<file path="src/rtl/core_id_reg_file_mp_if.sv">
// Register-file port bundle: per-port read address/enable/data, one write port, init status.
// The master side is the ID stage and the slave side is the register file.
interface core_id_reg_file_mp_if #(
  parameter int DATA_WIDTH = 32,
  parameter int ADDR_WIDTH = 5,
  parameter int NUM_READ   = 2
);
  logic [NUM_READ*ADDR_WIDTH-1:0] read_addr;
  logic [NUM_READ-1:0]            read_en;
  logic [NUM_READ*DATA_WIDTH-1:0] read_data;
  logic [ADDR_WIDTH-1:0]          write_addr;
  logic [DATA_WIDTH-1:0]          write_data;
  logic                           write_en;
  logic                           init_done;

  modport master (
    output read_addr, read_en, write_addr, write_data, write_en,
    input  read_data, init_done
  );

  modport slave (
    input  read_addr, read_en, write_addr, write_data, write_en,
    output read_data, init_done
  );
endinterface

</file>
<file path="src/rtl/core_id_reg_file_mp.sv">
// Multi-read-port ID-stage register file: registered reads with per-port hold, write-first
// bypass, optional hardwired-zero x0, and a post-reset sweep that zeroes every entry.
module core_id_reg_file_mp #(
  parameter int DATA_WIDTH = 32,
  parameter int ADDR_WIDTH = 5,
  parameter int NUM_READ   = 2,
  parameter int ZERO_REG   = 1
) (
  input logic                   clk,
  input logic                   rst,
  core_id_reg_file_mp_if.slave  bus
);
  localparam int DEPTH    = 2 ** ADDR_WIDTH;
  localparam bit HAS_ZERO = (ZERO_REG != 0);

  typedef enum logic {CLEAR, READY} state_t;

  state_t                  state;
  logic [ADDR_WIDTH-1:0]   clr_cnt;
  logic [DATA_WIDTH-1:0]   mem [DEPTH];
  logic [DATA_WIDTH-1:0]   rd_next [NUM_READ];
  logic                    wr_ok;

  // A write to x0 is dropped when x0 is hardwired, so it must not feed the bypass either.
  assign wr_ok = bus.write_en && !(HAS_ZERO && (bus.write_addr == '0));

  // NOTE: every variable assigned in always_comb gets a value on every path, or a latch is inferred.
  always_comb begin
    for (int i = 0; i < NUM_READ; i++) begin
      rd_next[i] = mem[bus.read_addr[i*ADDR_WIDTH +: ADDR_WIDTH]];
      if (HAS_ZERO && (bus.read_addr[i*ADDR_WIDTH +: ADDR_WIDTH] == '0))
        rd_next[i] = '0;
      else if (wr_ok && (bus.write_addr == bus.read_addr[i*ADDR_WIDTH +: ADDR_WIDTH]))
        rd_next[i] = bus.write_data;
    end
  end

  // NOTE: the storage array has no reset term; the clearing sweep defines its contents,
  // which keeps it mappable onto plain flops or RAM without a wide reset fan-out.
  always_ff @(posedge clk) begin
    if (!rst) begin
      if (state == CLEAR)
        mem[clr_cnt] <= '0;
      else if (wr_ok)
        mem[bus.write_addr] <= bus.write_data;
    end
  end

  // NOTE: sequential state uses non-blocking assignments so every flop samples pre-edge values.
  always_ff @(posedge clk) begin
    if (rst) begin
      state         <= CLEAR;
      clr_cnt       <= '0;
      bus.init_done <= 1'b0;
      bus.read_data <= '0;
    end else begin
      case (state)
        CLEAR: begin
          clr_cnt <= clr_cnt + 1'b1;
          for (int i = 0; i < NUM_READ; i++)
            if (bus.read_en[i]) bus.read_data[i*DATA_WIDTH +: DATA_WIDTH] <= '0;
          if (&clr_cnt) begin
            state         <= READY;
            bus.init_done <= 1'b1;
          end
        end
        READY: begin
          for (int i = 0; i < NUM_READ; i++)
            if (bus.read_en[i]) bus.read_data[i*DATA_WIDTH +: DATA_WIDTH] <= rd_next[i];
        end
        default: state <= CLEAR;
      endcase
    end
  end
endmodule

</file>
<file path="src/flat_wrapper.sv">
// flat-port wrapper written by rule: the top's interface ports become plain ports
module core_id_reg_file_mp_flat 
#(
  parameter int DATA_WIDTH = 32,
  parameter int ADDR_WIDTH = 5,
  parameter int NUM_READ   = 2,
  parameter int ZERO_REG   = 1
)
  (clk, rst, bus_read_addr, bus_read_en, bus_write_addr, bus_write_data, bus_write_en, bus_read_data, bus_init_done);
  core_id_reg_file_mp_if #(.DATA_WIDTH(DATA_WIDTH), .ADDR_WIDTH(ADDR_WIDTH), .NUM_READ(NUM_READ)) bus_i ();
  input logic clk;
  input logic rst;
  input wire logic [$bits(bus_i.read_addr)-1:0] bus_read_addr;
  input wire logic [$bits(bus_i.read_en)-1:0] bus_read_en;
  input wire logic [$bits(bus_i.write_addr)-1:0] bus_write_addr;
  input wire logic [$bits(bus_i.write_data)-1:0] bus_write_data;
  input wire logic [$bits(bus_i.write_en)-1:0] bus_write_en;
  output wire logic [$bits(bus_i.read_data)-1:0] bus_read_data;
  output wire logic [$bits(bus_i.init_done)-1:0] bus_init_done;
  assign bus_i.read_addr = bus_read_addr;
  assign bus_i.read_en = bus_read_en;
  assign bus_i.write_addr = bus_write_addr;
  assign bus_i.write_data = bus_write_data;
  assign bus_i.write_en = bus_write_en;
  assign bus_read_data = bus_i.read_data;
  assign bus_init_done = bus_i.init_done;
  core_id_reg_file_mp #(.DATA_WIDTH(DATA_WIDTH), .ADDR_WIDTH(ADDR_WIDTH), .NUM_READ(NUM_READ), .ZERO_REG(ZERO_REG)) u_core (.clk(clk), .rst(rst), .bus(bus_i));
endmodule
</file>
<file path="config.mk">
export PLATFORM = sky130hd
export DESIGN_NAME = core_id_reg_file_mp_flat
export DESIGN_NICKNAME = d
export VERILOG_FILES = /design/src/rtl/core_id_reg_file_mp_if.sv /design/src/rtl/core_id_reg_file_mp.sv /design/src/flat_wrapper.sv
export SDC_FILE = /design/constraint.sdc
export NUM_CORES = 1
export LEC_CHECK = 0
export CORE_MARGIN = 10
export CORE_UTILIZATION = 67
export DETAILED_ROUTE_END_ITERATION = 10
export GPL_TIMING_DRIVEN = 1
export PLACE_DENSITY_LB_ADDON = 0.12
export SLEW_MARGIN = 25
export SYNTH_ARGS = -nofsm -noshare
export SYNTH_HDL_FRONTEND = slang
export SYNTH_SLANG_ARGS = --single-unit
</file>
<file path="constraint.sdc">
create_clock -name clk -period 10.35 [get_ports clk]
set_input_delay 1.035 -clock clk [delete_from_list [all_inputs] [get_ports clk]]
set_output_delay 1.035 -clock clk [all_outputs]
set_load 0.01 [all_outputs]
</file>
==> metrics, run 1 <==
max_slew headroom=0.288; Seq/Total Area, Yosys=0.644; vias in the first global route=30,151; post-synthesis adder-cell area fraction=0.000501; die area=between 80,000 and 90,000 sq um; ANT nets after route=0; clk buf depth=3; Fin Setup TNS=0 ns; largest net degree at the start of global routing=about 120; Arr. time, crit path=approximately 5.0 ns; # nets final=2,835; Iteration-0 DRC Markers=~5,500; xor and xnor fraction of the mapped netlist area=0.00210; CP startpoint=bus_read_addr[8]; Critical Path RT=roughly 11 ns; TritonCTS clock tree=done; Async SR Flop Fraction=0; Hold EP=u_core.bus.read_data[42]; CP Launch Type=primary input; reg-to-reg endpoint=u_core.mem[9][22]; final hold viol count=0; simple-gate area share of the yosys netlist=0.0174; total CTS buffers=between 100 and 150; synth warn=0; H-tree levels=3; vias=just over 30,000; clock transition at the registers of the reported paths=0.07 ns; fraction of synthesized area in multiplexers=0.241; initial antenna violation count=10; Port Buf Inserts=roughly 120; detailed-route wire length per cell=approximately 41 um; Post-synth EDFFs=between 1,000 and 1,500; Yosys reg bits=roughly 1,100; chip width=between 200 and 300 um; crit-path max FO=30; Placed Area=approximately 53,000 sq um; Post-CTS Hold Fix Bufs=0; Final Non-Filler Cells=slightly below 4,000; Worst R2R Setup Slack=about 6.7 ns; Final Instance Area=approximately 56,000 sq um; part of the cycle the worst path needs=0.431; final setup fails=0; fmax=around 0.22 GHz; P&R area growth vs syn=13.0%; P per Cell Area=around 170 nW/um^2; hold path depth=1; CP Capture Type=flop; max-slew violation count=0; Tmin final=~4.5 ns; # clock sinks=roughly 1,100; Tot GR Track Use=0.365; dpl hpwl=between 100 and 150 mm; drc violations=0; CP Class=primary input to flop; Synth Area in Compound Gates=0.0726; syn avg cell area=about 19 sq um; Final Skew=0.0367 ns; post-CTS sizing=0; Cell Area, Synth=about 50,000 sq um; postcts setup bufs=0; max-cap viol count=0; Worst Tran Pin Value=around 1.1 ns; net count after synthesis=~2,700; worst skew pair latency=approximately 0.69 ns; Yosys cell types=between 50 and 60; drt pass-1 iters=8; RSZ-0062 raised after global routing=false; Final GP Congestion=~0.93; final wirelength=158 mm; peak supply drop=170 uV; grt total ovfl=0; largest family of logic cells by synthesized area=multiplexers; core area=74,200 sq um; Worst Hold Class=flop to flop; Site Rows=100; Worst R2R Path Depth=5; die height=between 200 and 300 um; vias per inst=approximately 8; Top FF cell, synth=edfxtp_1; min-delay src=u_core.bus.read_data[42]; outcome=complete, no violations; I/O pins=117; r2r startpoint=u_core.state; layout cells sized above 1=0.275; Gate Count Post-Synth=about 2,700; Final Util=0.761; CTS root buffer=clkbuf_16; dpl cells=between 3,000 and 4,000; Lkg Pwr=approximately 20 nW; global-route wire length before repair=224 mm; starting density of the core=0.674
## state kept, by name, summed over array words and instances (netlist names)
| signal | flops |
|---|---|
| u_core.mem | 1024 |
| u_core.bus.read_data | 64 |
| u_core.clr_cnt | 5 |
| u_core.bus.init_done | 1 |
| u_core.state | 1 |
## stage by stage
step	power (mW)	hold slack, ns	setup WS (ns)
floorplan	5.26	0.466	5.99
global placement	5.46	0.471	5.20
detailed placement	5.47	0.472	5.35
CTS	9.39	0.489	6.04
global route	9.60	0.497	5.89
finish	9.40	0.491	5.89
## cell usage in the layout (no fill, tap or decap), drive strengths merged, types with 3 or more instances in the layout
master	Yosys	final
buf	111	114
nand3	5	5
a221o	64	64
mux2	67	67
or3b	3	3
a22o	40	40
o221ai	95	95
or4	3	3
mux4	384	384
bufinv	0	15
nor3	20	20
clkinv	0	48
nor2	47	47
a2111oi	20	20
o22ai	32	32
o31ai	3	3
a22oi	23	23
o21ai	3	3
a211oi	63	63
and2	34	34
nand2	50	50
clkdlybuf4s50	0	106
clkbuf	118	131
nor4	3	3
a21oi	47	47
dfxtp	71	71
xnor2	11	11
nor2b	6	6
a221oi	44	44
diode	0	3
edfxtp	1024	1024
inv	7	10
mux2i	262	262
clkinvlp	0	4
## synth_stat cells (3+ instances only)
library cell / instances / area, sq um
a2111oi_1: 19 / 190
a211oi_1: 63 / 473
a21oi_1: 47 / 235
a221o_1: 64 / 641
a221oi_1: 44 / 385
a22o_1: 40 / 350
a22oi_1: 23 / 173
and2_1: 33 / 206
buf_1: 12 / 45.0
buf_2: 61 / 305
buf_4: 27 / 203
buf_6: 11 / 124
clkbuf_1: 117 / 439
dfxtp_1: 71 / 1420
edfxtp_1: 1024 / 30700
inv_1: 7 / 26.3
mux2_2: 67 / 754
mux2i_1: 262 / 2620
mux4_2: 384 / 8650
nand2_1: 50 / 188
nand3_1: 5 / 25.0
nor2_1: 47 / 176
nor2b_1: 6 / 37.5
nor3_1: 20 / 100
o221ai_1: 95 / 832
o22ai_1: 32 / 200
or3b_2: 3 / 26.3
or4_1: 3 / 22.5
xnor2_1: 11 / 96.3
## routing by layer
metal	GRT usage	routed length (um)
met5	0	89
met4	0.113	5970
met1	0.503	54300
met2	0.541	71400
met3	0.140	26000
## power breakdown
group	internal, mW	switching [mW]	leakage (nW)
logic	0.223	0.373	6.58
clock network	2.30	1.70	1.76
registers	4.79	0.0116	11.6
total	7.32	2.08	19.9
## logic make-up (layout without fill, tap and decap cells)
group	Yosys count	in the layout
flip-flops	1095	1095
multiplexers	713	713
AO/OA/AOI/OAI	443	443
buffers and inverters	236	428
AND/OR/NAND/NOR	179	179
XOR/XNOR	12	12
adder cells (fa/ha/maj)	2	2
other	0	3
## cell type report
type | instances | area, sq um
Clock inverter | 70 | 791
Clock buffer | 130 | 2790
Inverter | 7 | 26.3
Antenna cell | 3 | 7.51
Sequential cell | 1095 | 32200
Multi-Input combinational cell | 1349 | 17000
Tap cell | 969 | 1210
Timing Repair Buffer | 221 | 2450
Fill cell | 4014 | 17700
## worst max path at each step
| stage | end |
|---|---|
| after floorplan | u_core.mem[16][0] |
| after global placement | u_core.mem[25][10] |
| after detailed placement | u_core.mem[16][10] |
| after CTS | u_core.mem[16][18] |
| after global routing | u_core.mem[9][22] |
| final | u_core.bus.read_data[63] |
## critical path, cell delays in order
cell	delay, ns
buf_2	0.08
buf_4	0.40
buf_4	0.41
nand3b_1	0.32
buf_4	0.53
buf_4	0.57
o221ai_1	0.24
a211oi_1	0.89
a211oi_1	0.16
a221o_1	0.31
No activity file was read; power rests on OpenSTA's default activity.
==> run 2: changes to the inputs <==
Settings changed: CORE_UTILIZATION 67 to 56.
Clock period 10.35 ns to 4.1 ns, I/O delays scaled along.
==> run 2 against run 1 <==
  * Critical path depth decreased by 2
  * Largest cell class unchanged
  * First-iteration DRC count decreased by 19%
  * Hold slack got worse by 0.11 ns
  * Global-route usage is 5.2 points lower
  * Non-clock buffer count up 113
  * Clock-buffer cell count rose by 31
  * Sequential share of layout area is 1.1 points lower
==> metrics, run 2 (same netlist as run 1, synthesis figures left out) <==
layout cells sized above 1=0.300 (+0.0245); die area=102,000 sq um (+18%); max-cap viol count=0 (unchanged); Worst Hold Class=primary input to flop; Fin Setup TNS=0 ns (unchanged); # nets final=2,954 (+4.2%); worst skew pair latency=0.69 ns (about the same); clock transition at the registers of the reported paths=0.06 ns (about the same); CP Launch Type=primary input; P&R area growth vs syn=15.1%; postcts setup bufs=0 (unchanged); detailed-route wire length per cell=38.8 um (-5.4%); H-tree levels=3 (unchanged); final hold viol count=0 (unchanged); part of the cycle the worst path needs=0.798; global-route wire length before repair=229 mm (+2.2%); CP Capture Type=flop; Worst R2R Path Depth=6 (+1); vias in the first global route=30,781 (+2.1%); RSZ-0062 raised after global routing=false; TritonCTS clock tree=done; dpl hpwl=106 mm (+5.6%); I/O pins=117 (unchanged); drt pass-1 iters=5 (-3); CP Class=primary input to flop; most common cell after layout, fill and taps aside=edfxtp_1; Critical Path RT=4.41 ns (-6.51 ns); max-slew violation count=0 (unchanged); Port Buf Inserts=116 (unchanged); largest net degree at the start of global routing=66 (-47%); reg-to-reg endpoint=u_core.mem[16][22]; ANT nets after route=0 (unchanged); max reg flops=1,024 (unchanged); Worst Tran Pin Value=1.05 ns (-0.0147 ns); die height=319 um (+8.7%); vias per inst=7.42 (-8.5%); Final Skew=0.0311 ns (-0.00562 ns); Worst R2R Setup Slack=0.98 ns (-5.74 ns); total CTS buffers=113 (+5.6%); P per Cell Area=412 nW/um^2 (+150%); Arr. time, crit path=3.59 ns (-1.44 ns); final setup fails=0 (unchanged); CTS root buffer=clkbuf_16; max_slew headroom=0.302 (+0.0141); hold path depth=2 (+1); outcome=complete, no violations; grt total ovfl=0 (unchanged); min-delay src=bus_write_data[18]; crit-path max FO=22 (-27%); chip width=319 um (+8.7%); core area=88,500 sq um (+19%); peak supply drop=391 uV (+130%); fmax=slightly above 0.3 GHz; Tot GR Track Use=0.313 (-0.0521); Largest regs=u_core.mem x1024, u_core.bus.read_data x64, u_core.clr_cnt x5; Iteration-0 DRC Markers=4,474 (-19%); Final GP Congestion=0.998 (+6.7%); Hold EP=u_core.bus.read_data[18]; clk buf depth=3 (unchanged); final worst-path setup slack=0.826 ns (-5.06 ns); most frequent cells in the layout=edfxtp_1 (1,024), mux4_2 (384), mux2i_1 (262); starting density of the core=0.565 (-0.109); # clock sinks=1,095 (unchanged); final wirelength=162 mm (+2.4%); initial antenna violation count=7 (-3); Lkg Pwr=20.5 nW (+2.9%); largest register by flop count=u_core.mem; Site Rows=109 (+9.0%); r2r startpoint=u_core.state; drc violations=0 (unchanged); vias=30,886 (-0.93%); worst slack, placed=0.234 ns (-5.12 ns); Tmin final=3.27 ns; post-CTS sizing=0 (unchanged); Post-CTS Hold Fix Bufs=0 (unchanged)
run 2: worst max-delay path: stages:
cell,delay (ns)
clkdlybuf4s50_1,0.54
or4_1,0.62
o2111a_1,0.41
buf_4,0.23
o31ai_1,0.38
nand2_1,0.34
nor2_4,0.19
buf_4,0.41
run 2: metrics by stage:
| stage | hold slack [ns] | cell area, sq um | std cells | power (mW) | utilization |
|---|---|---|---|---|---|
| after global placement | 0.472 | 53900 | 3946 | 13.9 | 0.609 |
| final | 0.382 | 57500 | 4160 | 23.7 | 0.650 |
| after floorplan | 0.466 | 50000 | 2680 | 13.3 | - |
| after CTS | 0.349 | 57500 | 4158 | 23.7 | 0.650 |
| after detailed placement | 0.469 | 53900 | 3949 | 13.9 | 0.609 |
| after global routing | 0.396 | 57500 | 4159 | 24.3 | 0.650 |
run 2: worst max-delay path by stage:
stage | slack, ns | depth (start not counted) | end | from
after floorplan | 0.36 | 7 | u_core.mem[16][0] | bus_write_addr[4]
after global placement | 0.31 | 8 | u_core.mem[25][7] | bus_write_addr[0]
after detailed placement | 0.23 | 8 | u_core.mem[21][13] | bus_write_addr[0]
after CTS | 0.93 | 8 | u_core.mem[21][29] | bus_write_addr[0]
after global routing | 0.80 | 8 | u_core.mem[20][22] | bus_write_addr[0]
final | 0.83 | 8 | u_core.mem[20][25] | bus_write_addr[0]
run 2: layout make-up:
| class | count | area, sq um |
|---|---|---|
| sequential | 1095 | 32200 |
| fill | 5948 | 31000 |
| multi-input combinational | 1349 | 17000 |
| timing repair buffer | 334 | 3320 |
| clock buffer | 161 | 3170 |
| tap | 1165 | 1460 |
| clock inverter | 48 | 403 |
| inverter | 7 | 26.3 |
| antenna | 1 | 2.50 |
run 2: per-layer routing:
metal | track usage | up-vias | wire length [um]
met4 | 0.150 | 8 | 8780
met3 | 0.0769 | 395 | 18600
li1 | - | 12066 | -
met2 | 0.481 | 2188 | 74200
met5 | 0 | - | 54
met1 | 0.421 | 16229 | 59800
run 2: report_power, final:
group          switching [mW]  total, mW  internal, mW
sequential             0.0300       12.1          12.1
combinational           0.954       1.58         0.626
clock                    4.27       9.99          5.72
total                    5.25       23.7          18.5
